File: config.mk
export PLATFORM = sky130hd
export DESIGN_NAME = hash_target_cmp
export DESIGN_NICKNAME = d
export VERILOG_FILES = /design/src/rtl/hash_cmp_pkg.sv /design/src/rtl/chunk_cmp.sv /design/src/rtl/hash_target_cmp.sv
export SDC_FILE = /design/constraint.sdc
export NUM_CORES = 2
export LEC_CHECK = 0
export CAP_MARGIN = 20
export CORE_AREA = 2 2 331 333
export DETAILED_ROUTE_END_ITERATION = 10
export DIE_AREA = 0 0 333 335
export GPL_TIMING_DRIVEN = 0
export PLACE_DENSITY = 0.51
export SETUP_SLACK_MARGIN = 0.1
export SLEW_MARGIN = 20
export SYNTH_ARGS = -nofsm -noshare
export SYNTH_HDL_FRONTEND = slang
export SYNTH_SLANG_ARGS = --single-unit
File: constraint.sdc
create_clock -name clk -period 4.6 [get_ports clk]
set_clock_uncertainty 0.2 [all_clocks]
set_input_delay 0.92 -clock clk [delete_from_list [all_inputs] [get_ports clk]]
set_output_delay 0.92 -clock clk [all_outputs]
set_load 0.02 [all_outputs]
File: src/rtl/hash_cmp_pkg.sv
// Shared constants and FSM encoding for the hash/target comparator.
package hash_cmp_pkg;

  localparam int unsigned DEF_WIDTH   = 256;
  localparam int unsigned DEF_CHUNK   = 64;
  localparam int unsigned DEF_NONCE_W = 32;
  localparam int unsigned DEF_CNT_W   = 16;

  typedef enum logic [1:0] {
    IDLE = 2'd0,
    CMP  = 2'd1,
    EMIT = 2'd2
  } cmp_state_e;

endpackage

File: src/rtl/chunk_cmp.sv
// Combinational unsigned 3-way compare of one CHUNK-wide slice.
module chunk_cmp #(
  parameter int unsigned CHUNK = 64
) (
  input  logic [CHUNK-1:0] a,
  input  logic [CHUNK-1:0] b,
  output logic             lt,
  output logic             gt
);

  // Slice ordering; equality is implied when neither flag is set.
  always_comb begin
    lt = (a < b);
    gt = (a > b);
  end

endmodule

File: src/rtl/hash_target_cmp.sv
// Hash vs. difficulty-target comparator, one CHUNK slice per cycle, MSB first.
// Hit when hash <= target; hits are held on out_* until consumed.
// Optional macro HASH_CMP_BEST_EN adds best_* outputs tracking the minimum
// hash seen over all decisions since reset/clear.
module hash_target_cmp
  import hash_cmp_pkg::*;
#(
  parameter int unsigned WIDTH   = DEF_WIDTH,
  parameter int unsigned CHUNK   = DEF_CHUNK,
  parameter int unsigned NONCE_W = DEF_NONCE_W,
  parameter int unsigned CNT_W   = DEF_CNT_W
) (
  input  logic               clk,
  input  logic               rst_n,
  input  logic               in_valid,
  output logic               in_ready,
  input  logic [WIDTH-1:0]   hash_in,
  input  logic [NONCE_W-1:0] nonce_in,
  input  logic [WIDTH-1:0]   target,
  input  logic               clear,
  output logic               out_valid,
  input  logic               out_ready,
  output logic [WIDTH-1:0]   out_hash,
  output logic [NONCE_W-1:0] out_nonce,
  output logic               done,
`ifdef HASH_CMP_BEST_EN
  output logic               best_valid,
  output logic [WIDTH-1:0]   best_hash,
  output logic [NONCE_W-1:0] best_nonce,
`endif
  output logic [CNT_W-1:0]   hit_count
);

  localparam int unsigned NCHUNK = WIDTH / CHUNK;
  localparam int unsigned IDX_W  = (NCHUNK > 1) ? $clog2(NCHUNK) : 1;
  localparam logic [IDX_W-1:0] IDX_MSB = IDX_W'(NCHUNK - 1);

  cmp_state_e         state, state_nx;
  logic [WIDTH-1:0]   hash_q, target_q;
  logic [NONCE_W-1:0] nonce_q;
  logic [IDX_W-1:0]   idx;
  logic [CHUNK-1:0]   hash_sl, target_sl;
  logic               sl_lt, sl_gt;
  logic               decide, hit;
  logic               accept;

  assign accept    = in_valid && (state == IDLE);
  assign in_ready  = (state == IDLE);
  assign out_valid = (state == EMIT);
  assign out_hash  = out_valid ? hash_q : '0;
  assign out_nonce = out_valid ? nonce_q : '0;
  assign done      = decide;

  // Select the slice under comparison from the latched operands.
  always_comb begin
    hash_sl   = '0;
    target_sl = '0;
    for (int unsigned i = 0; i < NCHUNK; i++) begin
      if (idx == IDX_W'(i)) begin
        hash_sl   = hash_q[i*CHUNK +: CHUNK];
        target_sl = target_q[i*CHUNK +: CHUNK];
      end
    end
  end

  chunk_cmp #(.CHUNK(CHUNK)) u_chunk_cmp (
    .a  (hash_sl),
    .b  (target_sl),
    .lt (sl_lt),
    .gt (sl_gt)
  );

  // State register.
  always_ff @(posedge clk or negedge rst_n) begin
    if (!rst_n) state <= IDLE;
    else        state <= state_nx;
  end

  // Next state and decision: first unequal slice decides; all-equal is a hit.
  always_comb begin
    state_nx = state;
    decide   = 1'b0;
    hit      = 1'b0;
    case (state)
      IDLE: if (in_valid) state_nx = CMP;
      CMP: begin
        if (sl_lt || (!sl_gt && idx == '0)) begin
          decide   = 1'b1;
          hit      = 1'b1;
          state_nx = EMIT;
        end else if (sl_gt) begin
          decide   = 1'b1;
          state_nx = IDLE;
        end
      end
      EMIT: if (out_ready) state_nx = IDLE;
      default: state_nx = IDLE;
    endcase
  end

  // Operand capture on accept and MSB-first slice index walk.
  always_ff @(posedge clk or negedge rst_n) begin
    if (!rst_n) begin
      hash_q   <= '0;
      target_q <= '0;
      nonce_q  <= '0;
      idx      <= '0;
    end else if (accept) begin
      hash_q   <= hash_in;
      target_q <= target;
      nonce_q  <= nonce_in;
      idx      <= IDX_MSB;
    end else if (state == CMP && !decide) begin
      idx <= idx - IDX_W'(1);
    end
  end

  // Saturating hit counter; clear overrides a same-cycle hit.
  always_ff @(posedge clk or negedge rst_n) begin
    if (!rst_n)                        hit_count <= '0;
    else if (clear)                    hit_count <= '0;
    else if (hit && hit_count != '1)   hit_count <= hit_count + CNT_W'(1);
  end

`ifdef HASH_CMP_BEST_EN
  // Minimum hash over all decisions; strictly lower replaces, ties keep older.
  always_ff @(posedge clk or negedge rst_n) begin
    if (!rst_n) begin
      best_valid <= 1'b0;
      best_hash  <= '0;
      best_nonce <= '0;
    end else if (clear) begin
      best_valid <= 1'b0;
      best_hash  <= '0;
      best_nonce <= '0;
    end else if (decide && (!best_valid || hash_q < best_hash)) begin
      best_valid <= 1'b1;
      best_hash  <= hash_q;
      best_nonce <= nonce_q;
    end
  end
`endif

endmodule

==> results.sh <==
export IMPL_status="finished, violations left"
export IMPL_failed_checks="setup timing"
export IMPL_start_util_pct=26.6
export IMPL_cp_end_kind="primary output"
export IMPL_drcViolationCount=0
export IMPL_nets=5449
export IMPL_postSynth_asyncResetShare_pct=100
export IMPL_finalHoldViolCount=0
export IMPL_grt_first_pass_wirelength_mm=218
export IMPL_cp_max_fo=10
export IMPL_reg2regPathDepth=28
export IMPL_max_cap_violations=0
export IMPL_clock_fmax_mhz=182
export IMPL_root_buffer="clkbuf_16"
export IMPL_setup_viol=18
export IMPL_drv_slew=0
export IMPL_port_buffers=854
export IMPL_row_count=121
export IMPL_clk_pin_slew_ns=0.07
export IMPL_gr_usage_all_layers_pct=27.3
export IMPL_core_area_um2=108000
export IMPL_yosysTopAreaCell="dfrtp_1"
export IMPL_irDropWorstVdd_mv=0.236
export IMPL_yosysWarningCount=0
export IMPL_synth_distinct_cells=47
export IMPL_fin_area_um2=43700
export IMPL_layout_setup_ws_ns=-0.882
export IMPL_hold_path_endpoint="nonce_q[3]$_DFFE_PN0P_"
export IMPL_synthAdderAreaFrac_pct=3.00
export IMPL_synth_nets=4467
export IMPL_min_path_cells=2
export IMPL_die_area_um2=112000
export IMPL_max_slew_margin_rel_pct=21.8
export IMPL_first_pass_iters=5
export IMPL_cts_sinks=564
export IMPL_criticalPathCategory="register to primary output"
export IMPL_avgRoutedWirePerCell_um=24.8
export IMPL_cts_tree="yes"
export IMPL_yosys_top_cells_area="dfrtp_1 (49%), nand2_1 (24%), and2_1 (6.3%)"
export IMPL_dpl_cell_area_um2=39400
export IMPL_worstReg2RegStart="idx[0]$_DFFE_PN0P_"
export IMPL_power_density_nw_per_um2=535
export IMPL_worst_skew_pair_late_latency_ns=0.66
export IMPL_yosys_area_share_simple_pct=35.7
export IMPL_drt_total_wl_mm=156
export IMPL_ys_seq_area_share_pct=49.1
export IMPL_synth_edf_count=0
export IMPL_netlist_instances=3849
export IMPL_ioPinCount=856
export IMPL_p_leak_uw=0.0206
export IMPL_r2r_end="hit_count[11]$_DFFE_PN0P_"
export IMPL_antenna_found_initial=34
export IMPL_cts_buffers=71
export IMPL_grt_max_degree=93
export IMPL_final_antenna_net_count=0
export IMPL_vias_per_cell=4.72
export IMPL_vias=29800
export IMPL_dieHeight_um=335
export IMPL_syn_area_um2=28800
export IMPL_rsz0062_at_grt="true"
export IMPL_overflow=0
export IMPL_gp_congestion=0.904
export IMPL_stdcell_count=6314
export IMPL_hold_class="register to register"
export IMPL_avgSynthCellArea_um2=7.47
export IMPL_cts_buffer_depth=3
export IMPL_dp_hpwl_mm=124
export IMPL_r2r_slack_ns=-0.68
export IMPL_muxShareOfSynthArea_pct=0.117
export IMPL_dp_cells=6126
export IMPL_min_period_ns=5.48
export IMPL_hold_path_startpoint="nonce_q[3]$_DFFE_PN0P_"
export IMPL_synth_compound_area_share_pct=8.64
export IMPL_grt_pass1_vias=29900
export IMPL_drive_above_1_share_pct=9.20
export IMPL_tightest_slew_ns=1.17
export IMPL_synth_seq_cells=564
export IMPL_period_share_pct=119
export IMPL_synth_top_family_by_area="simple AND/OR/NAND/NOR gates"
export IMPL_synth_xor_area_share_pct=0.0304
export IMPL_critPathArrivalTime_ns=4.36
export IMPL_critPathLaunchType="register"
export IMPL_yosysTopAreaCellShare_pct=49.1
export IMPL_drt_iter0_markers=2008
export IMPL_yosys_most_used_dff="dfrtp_1"
export IMPL_htreeDepth=3
export IMPL_syn2layout_area_growth_pct=52.0
export IMPL_die_w_um=333
export IMPL_required_ns=3.48
-- routing by layer --
layer	share of wire [%]	vias up	global-route usage [%]
met4	2.9	20	8.06
li1	-	14100	-
met2	49	973	47.2
met1	41	14500	33.8
met3	6.4	206	6.10
met5	0.081	-	0
-- state kept, by name, summed over array words and instances (netlist names) --
register / flops
hit_count: 16
idx: 2
state: 2
nonce_q: 32
hash_q: 256
target_q: 256
-- cell type report --
cell class                 instances  area, um2
tap                             1414       1770
sequential                       564      14100
clock buffer                     107       2100
buffer                           255       1580
antenna                           17       42.5
timing repair buffer             909       9350
fill                           11300      64400
clock inverter                    18        250
multi-input combinational       3023      14500
inverter                           7       30.0
-- how the worst max path moves through the flow --
stage	start	end	slack [ns]	cells after the start
after floorplan	idx[0]$_DFFE_PN0P_	done	0.12	18
after global placement	rst_n	nonce_q[23]$_DFFE_PN0P_	-25.88	1
after detailed placement	idx[1]$_DFFE_PN0P_	done	-3.11	18
after CTS	idx[0]$_DFFE_PN0P_	done	-0.89	19
after global routing	idx[1]$_DFFE_PN0P_	done	-1.05	23
final	idx[0]$_DFFE_PN0P_	done	-0.88	19
-- Yosys cell counts (3+ instances only) --
cell and n:
nand2_1 1823, dfrtp_1 564, a21oi_1 328, nor2_1 305
and2_1 289, clkbuf_1 243, o21ai_0 75, ha_1 69
a22oi_1 31, nand3_1 14, nand4_1 14, buf_1 10
o31ai_1 9, or4_1 9, inv_1 7, nor3_1 6
nor2b_1 5, o211ai_1 4, and3_1 3, and4_1 3
or3_1 3
-- worst max-delay path, stage by stage, from the launching register on --
cell and delay, ns:
dfrtp_1 0.39, buf_4 0.15, ha_4 0.18, clkbuf_16 0.19, clkbuf_16 0.19, clkbuf_8 0.19, a21oi_2 0.12, nor2_1 0.05
a21oi_2 0.24, o21ai_0 0.13, ha_1 0.34, nand4_1 0.16, nor4_4 0.34, nand3_2 0.18, a31oi_4 0.26, a211oi_4 0.05
buf_6 0.15, nand2_1 0.08, a21oi_2 0.07, buf_6 0.16
-- stage by stage --
step | util, % | setup TNS (ns) | power (uW) | setup WS [ns] | hold slack (ns)
floorplan | - | 0 | 12800 | 0.122 | 0.237
global placement | 36.2 | - | 16900 | -25.88 | 0.249
detailed placement | 36.4 | -49.27 | 17000 | -3.11 | 0.254
CTS | 40.2 | -10.80 | 23400 | -0.894 | 0.269
global route | 40.4 | -13.49 | 24900 | -1.05 | 0.279
finish | 40.5 | -10.84 | 23400 | -0.882 | 0.262
-- report_power, final --
part	internal, uW	switching, uW
combinational	3490	5170
sequential	7160	1780
clock	3390	2410
total	14000	9370
-- timing repair --
action	CTS	global route
hold buffers	1	0
resized for setup	407	81
pin swaps	72	21
setup endpoints to repair	157	43
hold endpoints to repair	5	0
setup buffers	32	4
gates cloned	9	0
-- logic make-up (layout without fill, tap and decap cells) --
logic type | count (synthesis) | after routing
AO/OA/AOI/OAI | 463 | 463
XOR/XNOR | 1 | 1
adder cells (fa/ha/maj) | 69 | 69
buffers and inverters | 262 | 1296
flip-flops | 564 | 564
multiplexers | 3 | 3
other | 0 | 17
AND/OR/NAND/NOR | 2487 | 2487
-- cells in the final DEF, fill, tap and decap left out, types with 6 or more instances in the layout --
cell	netlist	layout
clkbuf_1	243	160
nor2_2	0	16
clkbuf_16	0	83
o21ai_2	0	21
or4_1	9	6
buf_6	1	16
a22oi_1	31	28
clkbuf_4	0	34
buf_16	0	11
clkbuf_8	0	38
ha_4	0	6
ha_1	69	63
a21oi_1	328	240
o21ai_0	75	31
clkbuf_2	0	35
and2_1	289	289
o21ai_1	0	23
dfrtp_1	564	564
nand4_1	14	14
buf_1	10	7
buf_8	0	6
diode_2	0	17
nor2_1	305	287
a21oi_2	2	86
buf_4	0	22
nand2_1	1823	1819
nand3_1	14	12
clkdlybuf4s50_1	0	844
(Power assumes the default switching activity.)
